<file path="src/rtl/vga_fb_port_arbiter.sv">
// +--------------------------------------------------------------------------+
// | vga_fb_port_arbiter: display/host arbiter for a single-port pixel RAM     |
// | Revision: 1.0                                                            |
// +--------------------------------------------------------------------------+
`default_nettype none

module vga_fb_port_arbiter #(
  parameter int ADDR_W     = 14,
  parameter int DATA_W     = 6,
  parameter int MAX_STARVE = 8
) (
  input  logic              SYS_CLK,
  input  logic              user_reset_button,
  input  logic              d_req,
  input  logic [ADDR_W-1:0] d_addr,
  output logic              d_gnt,
  output logic              d_rvalid,
  output logic [DATA_W-1:0] d_rdata,
  input  logic              h_req,
  input  logic              h_we,
  input  logic [ADDR_W-1:0] h_addr,
  input  logic [DATA_W-1:0] h_wdata,
  output logic              h_gnt,
  output logic              h_rvalid,
  output logic [DATA_W-1:0] h_rdata,
  output logic [ADDR_W-1:0] ram_addr,
  output logic              ram_we,
  output logic [DATA_W-1:0] ram_wdata,
  input  logic [DATA_W-1:0] ram_q,
  output logic [15:0]       host_grants
);

  localparam logic [7:0] c_MAX_STARVE = 8'(MAX_STARVE);

  logic [7:0] r_starve_cnt;
  logic       r_s1_valid;
  logic       r_s1_host;
  logic       r_s2_valid;
  logic       r_s2_host;

  logic w_force;
  logic w_h_gnt;
  logic w_d_gnt;
  logic w_accept;
  logic w_rd_accept;

  // Display wins by default; the host only breaks through once it has starved.
  assign w_force     = h_req & (r_starve_cnt == c_MAX_STARVE);
  assign w_h_gnt     = h_req & (~d_req | w_force);
  assign w_d_gnt     = d_req & ~w_h_gnt;
  assign w_accept    = w_h_gnt | w_d_gnt;
  assign w_rd_accept = w_d_gnt | (w_h_gnt & ~h_we);

  assign h_gnt = w_h_gnt;
  assign d_gnt = w_d_gnt;

  always_ff @(posedge SYS_CLK or posedge user_reset_button) begin
    if (user_reset_button) begin
      r_starve_cnt <= 8'd0;
    end else if (!h_req || w_h_gnt) begin
      r_starve_cnt <= 8'd0;
    end else if (r_starve_cnt != c_MAX_STARVE) begin
      r_starve_cnt <= r_starve_cnt + 8'd1;
    end
  end

  always_ff @(posedge SYS_CLK or posedge user_reset_button) begin
    if (user_reset_button) begin
      ram_addr  <= '0;
      ram_we    <= 1'b0;
      ram_wdata <= '0;
    end else begin
      ram_we <= w_h_gnt & h_we;
      if (w_accept) begin
        ram_addr  <= w_h_gnt ? h_addr : d_addr;
        ram_wdata <= h_wdata;
      end
    end
  end

  // Tag pipeline runs alongside the RAM so ram_q can be steered to its owner.
  always_ff @(posedge SYS_CLK or posedge user_reset_button) begin
    if (user_reset_button) begin
      r_s1_valid <= 1'b0;
      r_s1_host  <= 1'b0;
      r_s2_valid <= 1'b0;
      r_s2_host  <= 1'b0;
    end else begin
      r_s1_valid <= w_rd_accept;
      r_s1_host  <= w_h_gnt;
      r_s2_valid <= r_s1_valid;
      r_s2_host  <= r_s1_host;
    end
  end

  always_ff @(posedge SYS_CLK or posedge user_reset_button) begin
    if (user_reset_button) begin
      d_rvalid <= 1'b0;
      h_rvalid <= 1'b0;
      d_rdata  <= '0;
      h_rdata  <= '0;
    end else begin
      d_rvalid <= r_s2_valid & ~r_s2_host;
      h_rvalid <= r_s2_valid & r_s2_host;
      if (r_s2_valid && !r_s2_host) begin
        d_rdata <= ram_q;
      end
      if (r_s2_valid && r_s2_host) begin
        h_rdata <= ram_q;
      end
    end
  end

  always_ff @(posedge SYS_CLK or posedge user_reset_button) begin
    if (user_reset_button) begin
      host_grants <= 16'd0;
    end else if (w_h_gnt) begin
      host_grants <= host_grants + 16'd1;
    end
  end

endmodule

`default_nettype wire

</file>
<file path="config.mk">
export PLATFORM = sky130hd
export DESIGN_NAME = vga_fb_port_arbiter
export DESIGN_NICKNAME = d
export VERILOG_FILES = /design/src/rtl/vga_fb_port_arbiter.sv
export SDC_FILE = /design/constraint.sdc
export NUM_CORES = 1
export LEC_CHECK = 0
export ABC_AREA = 1
export CORE_ASPECT_RATIO = 0.75
export CORE_MARGIN = 2
export CORE_UTILIZATION = 60
export CTS_CLUSTER_DIAMETER = 50
export DETAILED_ROUTE_END_ITERATION = 7
export DONT_BUFFER_PORTS = 1
export PLACE_DENSITY = 0.76
export SETUP_SLACK_MARGIN = 0.05
export SLEW_MARGIN = 10
export SYNTH_ARGS = -nofsm -noshare
export SYNTH_HDL_FRONTEND = slang
export SYNTH_SLANG_ARGS = --single-unit
export TNS_END_PERCENT = 5
</file>
<file path="constraint.sdc">
create_clock -name SYS_CLK -period 3 [get_ports SYS_CLK]
set_input_delay 0.6 -clock SYS_CLK [delete_from_list [all_inputs] [get_ports SYS_CLK]]
set_output_delay 0.6 -clock SYS_CLK [all_outputs]
set_load 0.01 [all_outputs]
</file>
==> results of run 1 <==
-- worst max path at each step --
stage | startpoint | endpoint | slack (ns)
after floorplan | user_reset_button | d_rdata[0]$_DFFE_PP0P_ | 0.83
after global placement | r_starve_cnt[0]$_DFFE_PP0P_ | h_gnt | 1.21
after detailed placement | r_starve_cnt[0]$_DFFE_PP0P_ | h_gnt | 1.18
after CTS | r_starve_cnt[0]$_DFFE_PP0P_ | h_gnt | 0.80
after global routing | r_starve_cnt[0]$_DFFE_PP0P_ | h_gnt | 0.72
final | r_starve_cnt[0]$_DFFE_PP0P_ | h_gnt | 0.81
-- cell usage after synthesis (2+ instances only) --
master / instances
inv_1: 43
mux2_2: 6
nand3_1: 34
nand2_1: 126
xnor2_1: 5
nand2_4: 2
nand4_1: 4
nor2_1: 44
buf_6: 5
xor2_1: 7
o21ai_0: 17
dfrtp_1: 63
nor3_1: 2
ha_1: 3
clkbuf_1: 5
inv_2: 2
-- through the flow --
stage / instances / power (µW) / util, %
after floorplan: 377 / 1210 / -
after global routing: 444 / 1970 / 66.4
after detailed placement: 429 / 1260 / 63.0
final: 444 / 1870 / 66.4
after CTS: 444 / 1880 / 66.4
after global placement: 429 / 1250 / 63.0
-- state kept, by name, summed over array words and instances, names as in the netlist --
name	cells
r_s2_host	1
ram_wdata	6
r_starve_cnt	8
r_s1_host	1
r_s1_valid	1
ram_we	1
ram_addr	14
d_rvalid	1
d_rdata	6
h_rdata	6
r_s2_valid	1
host_grants	16
h_rvalid	1
-- power by group --
part / internal, µW / total (µW) / switching (µW)
logic: 72.7 / 188 / 115
registers: 932 / 1050 / 121
clock network: 313 / 624 / 311
-- cell families after synthesis --
family                     Yosys count  synth area share, %
xor gates and xnor gates            12                 3.42
adders and majority gates            3                 1.22
and+or+nand+nor                    217                 29.9
buffers and inverters               57                 8.35
AOI/OAI and AO/OA                   19                 3.58
DFF                                 63                 51.3
muxes                                6                 2.20
-- critical path, delay by kind of cell (launching register included) --
family	cells	cell delay, ns
simple gates	2	0.18
buf+inv	3	0.37
fa+ha+maj	1	0.14
flops	1	0.41
compound gates	1	0.14
-- routing by layer --
metal	part of all wire (%)	GRT usage, %	vias to the layer above
li1	-	-	1167
met1	45	29.7	1053
met2	44	32.8	104
met3	10	11.6	9
met4	1.1	6.64	0
met5	0	0	-
-- layout make-up --
cell class / instances / share of cell area [%]
Clock inverter: 4 / 0.692
Inverter: 45 / 5.19
Tap cell: 60 / 2.31
Multi-Input combinational cell: 257 / 38.1
Clock buffer: 11 / 4.35
Timing Repair Buffer: 4 / 0.923
Sequential cell: 63 / 48.5
==> reports/summary.txt, run 1 <==
Hold Path Class - primary input to asynchronous set/reset pin
Via Count - 2333
Leak Pwr - 0.00160 µW
Top cells by area, synth - dfrtp_1, nand2_1, nand3_1
Register Area - 1580 µm²
Cell Rows - 22
Rel. slew slack - 51.8%
Crit-path cells - inv_1 > ha_1 > nand2_1 > inv_2 > nand4_4 > a21oi_4 > buf_4
Fill count - 407
Final setup TNS - 0 ns
Cell Area, Placed - 3090 µm²
Synth warn - 0
Hold-fix buffers at CTS - 0
Clock root buffer - clkbuf_8
First-pass GRT wire length - 9.85 mm
Worst-path clk slew - 0.07 ns
F_max - 0.457 GHz
CTS buffer count - 9
Final Hold Fails - 0
Total of max-cap violations - 0
Total track usage - 22.6%
Seq cells post-synth - 63
Mapped Area - 3070 µm²
CP max-delay cell - dfrtp_1
Antenna diodes - 0
Final slew viol count - 0
Dpl ws - 1.18 ns
Syn nets - 425
Crit Path Class - register to primary output
Pre-Repair DR Iteration Count - 4
R2R setup slack - 1.33 ns
Cells on worst reg2reg path - 9
Number of remaining DRC errors - 0
Leading area contributor after synthesis - dfrtp_1
RSZ-0062 raised after global routing - no
Post-synth ARST share - 100%
Finished Cell Area - 3250 µm²
Commonest cells after routing, fill and taps aside - nand2_1, dfrtp_1, nor2_1
Fin crit period - 2.19 ns
Largest net degree at the start of global routing - 33
Final WS setup - 0.813 ns
Synthesis-to-finish area growth - 5.91%
Max FO, Critical Path - 17
DRT antenna net count - 0
Fraction of layout cells with a size suffix above 1 - 9.11%
Core footprint - 4900 µm²
Die Wd - 86.6 µm
Hpwl dp - 4.45 mm
Crit path required time - 2.40 ns
# H-tree levels - 3
Seq/Total Area, Yosys - 51.3%
Vias in the first global route - 2172
Synth Flop Type - dfrtp_1
Period utilization - 72.9%
Die Area - 5710 µm²
Initial antenna violation count - 0
Placer Congestion - 0.844
WL/cell - 13.8 µm
Power Dens Cells - 573 nW/µm²
Routed WL - 6.11 mm
Distinct cells, synth - 25
Nets@finish - 428
Post-CTS Setup Bufs - 0
Share of Yosys cell area claimed by the top area cell type - 51.3%
Peak VDD IR - 0.350 mV
CTS max path bufs - 2
Post-synth EDFFs - 0
Multi-input combinational cell area - 1240 µm²
Routed vias/inst - 5.25
FF-to-FF Start - r_starve_cnt[0]$_DFFE_PP0P_
Worst skew pair latency - 0.34 ns
Min Hold Slack - 0.222 ns
CTS Sinks - 63
Avg Cell Area, Syn - 8.15 µm²
Critical Path Start Type - register
Leading cell type in the layout, fill and taps excluded - nand2_1
Drt initial violations - 144
Worst Clk Skew - 0.00433 ns
Status - finished clean
Kind of end point of the critical path - primary output
R2r endpoint - ram_addr[6]$_DFFE_PP0P_
IO Pins - 98
Initial core utilization - 62.7%
Arr. time, crit path - 1.59 ns
CTS tree - done
# setup viols final - 0
Port Buf Inserts - 0
Grt total ovfl - 0
Die Y - 66.0 µm
Worst Tran Pin Value - 0.722 ns
CP max stage delay - 0.41 ns
Syn Inst Count - 377
CTS-repair resized insts - 0
(Power assumes the default switching activity.)
==> run 2, diff against run 1 <==
Settings changed: CORE_UTILIZATION 60 to 57, PLACE_DENSITY 0.76 to 0.75.
Clock period 3 ns to 1.9 ns, I/O delays scaled along.
==> run 2 against run 1 <==
Effect of this change: clock skew is 0.0070 ns higher; worst hold slack worse by 0.071 ns; final area is 5.8% higher; final cell count is 4.3% higher; clock power is 130% higher; power is 84% higher; flip-flop and latch count stayed put; register-to-register slack worse by 1.0 ns; wire length is 1.3% higher; count of clock-buffer cells in the layout is 1 lower; via count is 1.4% higher; die area is 5.0% higher; largest power group unchanged.
==> reports/summary.txt, run 2 (synthesized netlist as in run 1, its figures left out) <==
Period utilization - 99.4%
Antenna diodes - 0 (unchanged)
Final setup TNS - 0 ns (unchanged)
Critical Path Start Type - register
Worst skew pair latency - 0.34 ns (about the same)
Biggest register - host_grants
Routed WL - 6.19 mm (+1.3%)
Port Buf Inserts - 0 (unchanged)
Placer Congestion - 0.834 (-1.2%)
Hold Crit Depth - 2
# setup viols final - 0 (unchanged)
Grt total ovfl - 0 (unchanged)
Die Wd - 88.8 µm (+2.5%)
Pre-Repair DR Iteration Count - 4 (unchanged)
WL/cell - 13.4 µm (-2.9%)
FF-to-FF Start - host_grants[0]$_DFFE_PP0P_
CTS Sinks - 63 (unchanged)
DRT antenna net count - 0 (unchanged)
CTS tree - done
Worst Hold Endpoint - ram_we$_DFF_PP0_
Crit path required time - 1.52 ns (-0.88 ns)
Hold path start - h_we
Rel. slew slack - 74.1% (+22 points)
Leading cell type in the layout, fill and taps excluded - nand2_1
Number of remaining DRC errors - 0 (unchanged)
Leak Pwr - 0.00167 µW (+4.1%)
Total of max-cap violations - 0 (unchanged)
Finished Cell Area - 3440 µm² (+5.8%)
Synthesis-to-finish area growth - 12.1%
CTS buffer count - 9 (unchanged)
# H-tree levels - 3 (unchanged)
Clock root buffer - clkbuf_8
Cell Rows - 23 (+4.5%)
Arr. time, crit path - 1.51 ns (-0.08 ns)
Final Hold Fails - 0 (unchanged)
Kind of end point of the critical path - primary output
Power, Total - 3430 µW (+84%)
Power Dens Cells - 996 nW/µm² (+74%)
Worst Clk Skew - 0.0114 ns (+0.00703 ns)
Via Count - 2365 (+1.4%)
R2R setup slack - 0.29 ns (-1.04 ns)
RSZ-0062 raised after global routing - yes
Largest register FFs - 16 (unchanged)
CTS max path bufs - 2 (unchanged)
First-pass GRT wire length - 9.78 mm (-0.70%)
Fin crit period - 1.89 ns
Die Area - 6000 µm² (+5.0%)
Worst Tran Pin Value - 0.389 ns (-0.333 ns)
Final slew viol count - 0 (unchanged)
Hpwl dp - 4.31 mm (-3.2%)
Initial antenna violation count - 0 (unchanged)
Cell Area, Placed - 3130 µm² (+1.3%)
Vias in the first global route - 2093 (-3.6%)
Nets@finish - 431 (+0.70%)
Status - finished clean
Max FO, Critical Path - 8 (-9)
Worst-path clk slew - 0.07 ns (about the same)
Core footprint - 5270 µm² (+7.5%)
Peak VDD IR - 0.600 mV (+71%)
Routed vias/inst - 5.11 (-2.8%)
Commonest cells after routing, fill and taps aside - nand2_1, dfrtp_1, nor2_1
Crit Path Class - register to primary output
R2r endpoint - host_grants[8]$_DFFE_PP0P_
Biggest regs - host_grants: 16 flops, ram_addr: 14 flops, r_starve_cnt: 8 flops
Drt initial violations - 150 (+4.2%)
Hold Path Class - primary input to register
Initial core utilization - 58.3% (-4.4 points)
F_max - 0.530 GHz
Largest net degree at the start of global routing - 51 (+55%)
Die Y - 67.6 µm (+2.4%)
IO Pins - 98 (unchanged)
Total track usage - 21.6% (-0.98 points)
Fraction of layout cells with a size suffix above 1 - 11.3% (+2.2 points)
Cells on worst reg2reg path - 7 (-2)
Min Hold Slack - 0.151 ns (-0.0708 ns)
run 2: critical path, cell delays in order, from the launching register on:
cell and delay (ns):
dfrtp_1 0.40, inv_2 0.07, ha_4 0.13, nand2_2 0.04, inv_2 0.06, nand4_4 0.12
a21oi_4 0.35
run 2: through the flow:
step / utilization, % / instances / setup WS (ns)
finish: 65.4 / 463 / 0.0123
global route: 65.4 / 463 / -0.0697
CTS: 64.9 / 462 / -0.0504
detailed placement: 59.4 / 443 / 0.243
global placement: 59.4 / 443 / 0.338
floorplan: - / 377 / 0.353
run 2: power breakdown:
group,internal (µW),switching (µW)
combinational,126,188
sequential,1470,192
clock,916,535
total,2510,915
run 2: worst max-delay path by stage:
stage / endpoint / slack [ns] / depth (start not counted) / startpoint
3_5_place_dp: ram_addr[7]$_DFFE_PP0P_ / 0.24 / 9 / r_starve_cnt[0]$_DFFE_PP0P_
2_1_floorplan: h_gnt / 0.35 / 7 / r_starve_cnt[0]$_DFFE_PP0P_
3_3_place_gp: host_grants[2]$_DFFE_PP0P_ / 0.34 / 9 / r_starve_cnt[0]$_DFFE_PP0P_
6_report: h_gnt / 0.01 / 6 / r_starve_cnt[1]$_DFFE_PP0P_
5_1_grt: h_gnt / -0.07 / 6 / r_starve_cnt[1]$_DFFE_PP0P_
4_1_cts: h_gnt / -0.05 / 6 / r_starve_cnt[0]$_DFFE_PP0P_
run 2: repair_timing:
item,CTS,global route
endpoints found under the setup margin,2,2
setup buffers,2,1
hold buffers,1,0
resized for setup,1,6
hold endpoints to repair,13,0
pin swaps,2,3
run 2: layout make-up:
class / count / area (µm²)
repair buffers: 7 / 80.1
clock buffers: 10 / 138
multi-input cells: 257 / 1260
flip-flops and latches: 63 / 1580
clock inverters: 6 / 116
well taps: 75 / 93.8
inverters: 45 / 173
fillers: 446 / 1820
run 2: layer usage:
layer  GRT usage [%]  vias to the layer above  share of wire [%]
li1                -                     1172                  -
met1            27.3                     1082                 44
met2            33.1                      107                 45
met3            11.9                        4                 11
met4            3.98                        0               0.61
met5               0                        -                  0
==> run 3, diff against run 2 <==
Settings changed: CAP_MARGIN set to 20, CORE_UTILIZATION 57 to 59, CTS_BUF_LIST set to sky130_fd_sc_hd__clkbuf_8, PLACE_DENSITY 0.75 to 0.78, SKIP_CTS_REPAIR_TIMING set to 1.
==> run 3 against run 2 <==
Effect of this change: via count hardly changed; clock power is 11% lower; final area shrank 1.3%; critical endpoint unchanged; flip-flop and latch count is the same; sequential share of layout area rose by 0.62 points; count of clock-buffer cells in the layout rose by 1; power is 4.5% lower; die area fell by 3.2%; worst setup slack better by 0.034 ns; sequential power hardly changed; first-iteration DRC count is 17% higher; register-to-register slack about the same.
==> reports/summary.txt, run 3 (synthesized netlist as in run 1, its figures left out) <==
Initial antenna violation count - 0 (unchanged)
Routed WL - 5.99 mm (-3.2%)
Final setup TNS - 0 ns (unchanged)
Clock share of power - 39.4% (-2.9 points)
Cell Rows - 22 (-4.3%)
# H-tree levels - 3 (unchanged)
FF-to-FF Start - r_starve_cnt[0]$_DFFE_PP0P_
Period utilization - 97.6% (-1.8 points)
Rel. slew slack - 63.3% (-11 points)
IO Pins - 98 (unchanged)
CTS Sinks - 63 (unchanged)
Peak VDD IR - 0.469 mV (-22%)
Hold Path Class - primary input to register
Leak Pwr - 0.00167 µW (about the same)
Worst Hold Endpoint - r_s1_valid$_DFF_PP0_
Worst Tran Pin Value - 0.550 ns (+0.161 ns)
Worst Clk Skew - 0.00693 ns (-0.00444 ns)
RSZ-0062 raised after global routing - yes
Critical Path Start Type - register
DRT antenna net count - 0 (unchanged)
Switching portion of total power - 26.4% (-0.26 points)
Antenna diodes - 0 (unchanged)
Nets@finish - 433 (+0.46%)
Biggest register - host_grants
Power Dens Cells - 964 nW/µm² (-3.2%)
Vias in the first global route - 2233 (+6.7%)
Pre-Repair DR Iteration Count - 4 (unchanged)
Fraction of layout cells with a size suffix above 1 - 10.8% (-0.57 points)
Total track usage - 22.7% (+1.0 points)
CTS tree - done
Hold Crit Depth - 1 (-1)
Comb pwr share - 10.3% (+1.1 points)
Hpwl dp - 4.23 mm (-1.8%)
# setup viols final - 0 (unchanged)
Initial core utilization - 62.0% (+3.7 points)
Routed vias/inst - 5.25 (+2.8%)
Port Buf Inserts - 0 (unchanged)
Cell Area, Placed - 3130 µm² (-0.12%)
Die Area - 5810 µm² (-3.2%)
Commonest cells after routing, fill and taps aside - nand2_1, dfrtp_1, nor2_1
Total of max-cap violations - 0 (unchanged)
Clock root buffer - clkbuf_8
Final slew viol count - 0 (unchanged)
Fin crit period - 1.85 ns (-0.0337 ns)
Cells on worst reg2reg path - 10 (+3)
Grt total ovfl - 0 (unchanged)
Via Count - 2363 (-0.085%)
R2r endpoint - host_grants[2]$_DFFE_PP0P_
Die Wd - 87.3 µm (-1.6%)
Synthesis-to-finish area growth - 10.6%
Leading cell type in the layout, fill and taps excluded - nand2_1
Status - finished clean
Int Pwr - 2410 µW (-4.2%)
NetSw - 865 µW (-5.5%)
Finished Cell Area - 3400 µm² (-1.3%)
Die Y - 66.5 µm (-1.6%)
Placed Cells - 430 (-2.9%)
Core footprint - 4950 µm² (-5.9%)
Max FO, Critical Path - 4 (-4)
R2R setup slack - 0.29 ns (about the same)
Biggest regs - host_grants: 16 flops, ram_addr: 14 flops, r_starve_cnt: 8 flops
Largest register FFs - 16 (unchanged)
Crit Path Class - register to primary output
Arr. time, crit path - 1.47 ns (-0.04 ns)
Placer Congestion - 0.837 (+0.36%)
First-pass GRT wire length - 10.1 mm (+2.8%)
Hold path start - h_we
CTS max path bufs - 2 (unchanged)
Drt initial violations - 175 (+17%)
CTS buffer count - 9 (unchanged)
Final std cells w/o fill - 450 (-2.8%)
Kind of end point of the critical path - primary output
Crit path required time - 1.52 ns (about the same)
Largest net degree at the start of global routing - 42 (-18%)
Worst skew pair latency - 0.33 ns (about the same)
Worst-path clk slew - 0.07 ns (about the same)
Number of remaining DRC errors - 0 (unchanged)
Sequential Power Share - 50.3% (+1.8 points)
WL/cell - 13.3 µm (-0.39%)
Final Hold Fails - 0 (unchanged)
F_max - 0.539 GHz (+1.8%)
Power, Total - 3270 µW (-4.5%)
run 3: worst max-delay path by stage:
stage	slack, ns	to	from	cells after the start
CTS	-0.02	d_gnt	r_starve_cnt[0]$_DFFE_PP0P_	7
global placement	0.34	host_grants[2]$_DFFE_PP0P_	r_starve_cnt[0]$_DFFE_PP0P_	9
floorplan	0.35	h_gnt	r_starve_cnt[0]$_DFFE_PP0P_	7
detailed placement	0.30	ram_addr[8]$_DFFE_PP0P_	r_starve_cnt[0]$_DFFE_PP0P_	9
finish	0.05	h_gnt	r_starve_cnt[0]$_DFFE_PP0P_	6
global route	-0.05	h_gnt	r_starve_cnt[0]$_DFFE_PP0P_	6
run 3: critical path, cell delays in order, from the launching register on:
cell     delay, ns
dfrtp_1       0.41
inv_1         0.07
ha_2          0.16
nand2_2       0.04
inv_2         0.05
nand4_4       0.13
a21oi_4       0.28
run 3: power groups by stage:
stage	registers, µW	clock network (µW)	logic (µW)
floorplan	1650	0	265
CTS	1650	1310	335
global route	1670	1400	397
global placement	1670	0	323
finish	1650	1290	338
detailed placement	1670	0	336
run 3: cell type report:
type / count / area, µm²
flip-flops and latches: 63 / 1580
fillers: 393 / 1560
multi-input cells: 257 / 1250
inverters: 45 / 173
clock buffers: 11 / 151
repair buffers: 9 / 95.1
well taps: 60 / 75.1
clock inverters: 5 / 72.6
run 3: metal layers:
metal  part of all wire (%)  vias to the layer above  routed length, µm  track usage (%)
met4                   0.87                        0                 52             8.27
met3                    9.4                        6                565             10.3
met2                     44                       92               2630             33.8
met1                     46                     1086               2740             29.1
met5                      0                        -                  0                0
li1                       -                     1179                  -                -
run 3: through the flow:
step	util, %	worst slack (ns)	hold WS, ns
after floorplan	-	0.353	0.331
after global placement	63.1	0.337	0.305
after detailed placement	63.1	0.296	0.307
after CTS	67.6	-0.0184	-0.0586
after global routing	68.5	-0.0523	0.140
final	68.5	0.0461	0.135
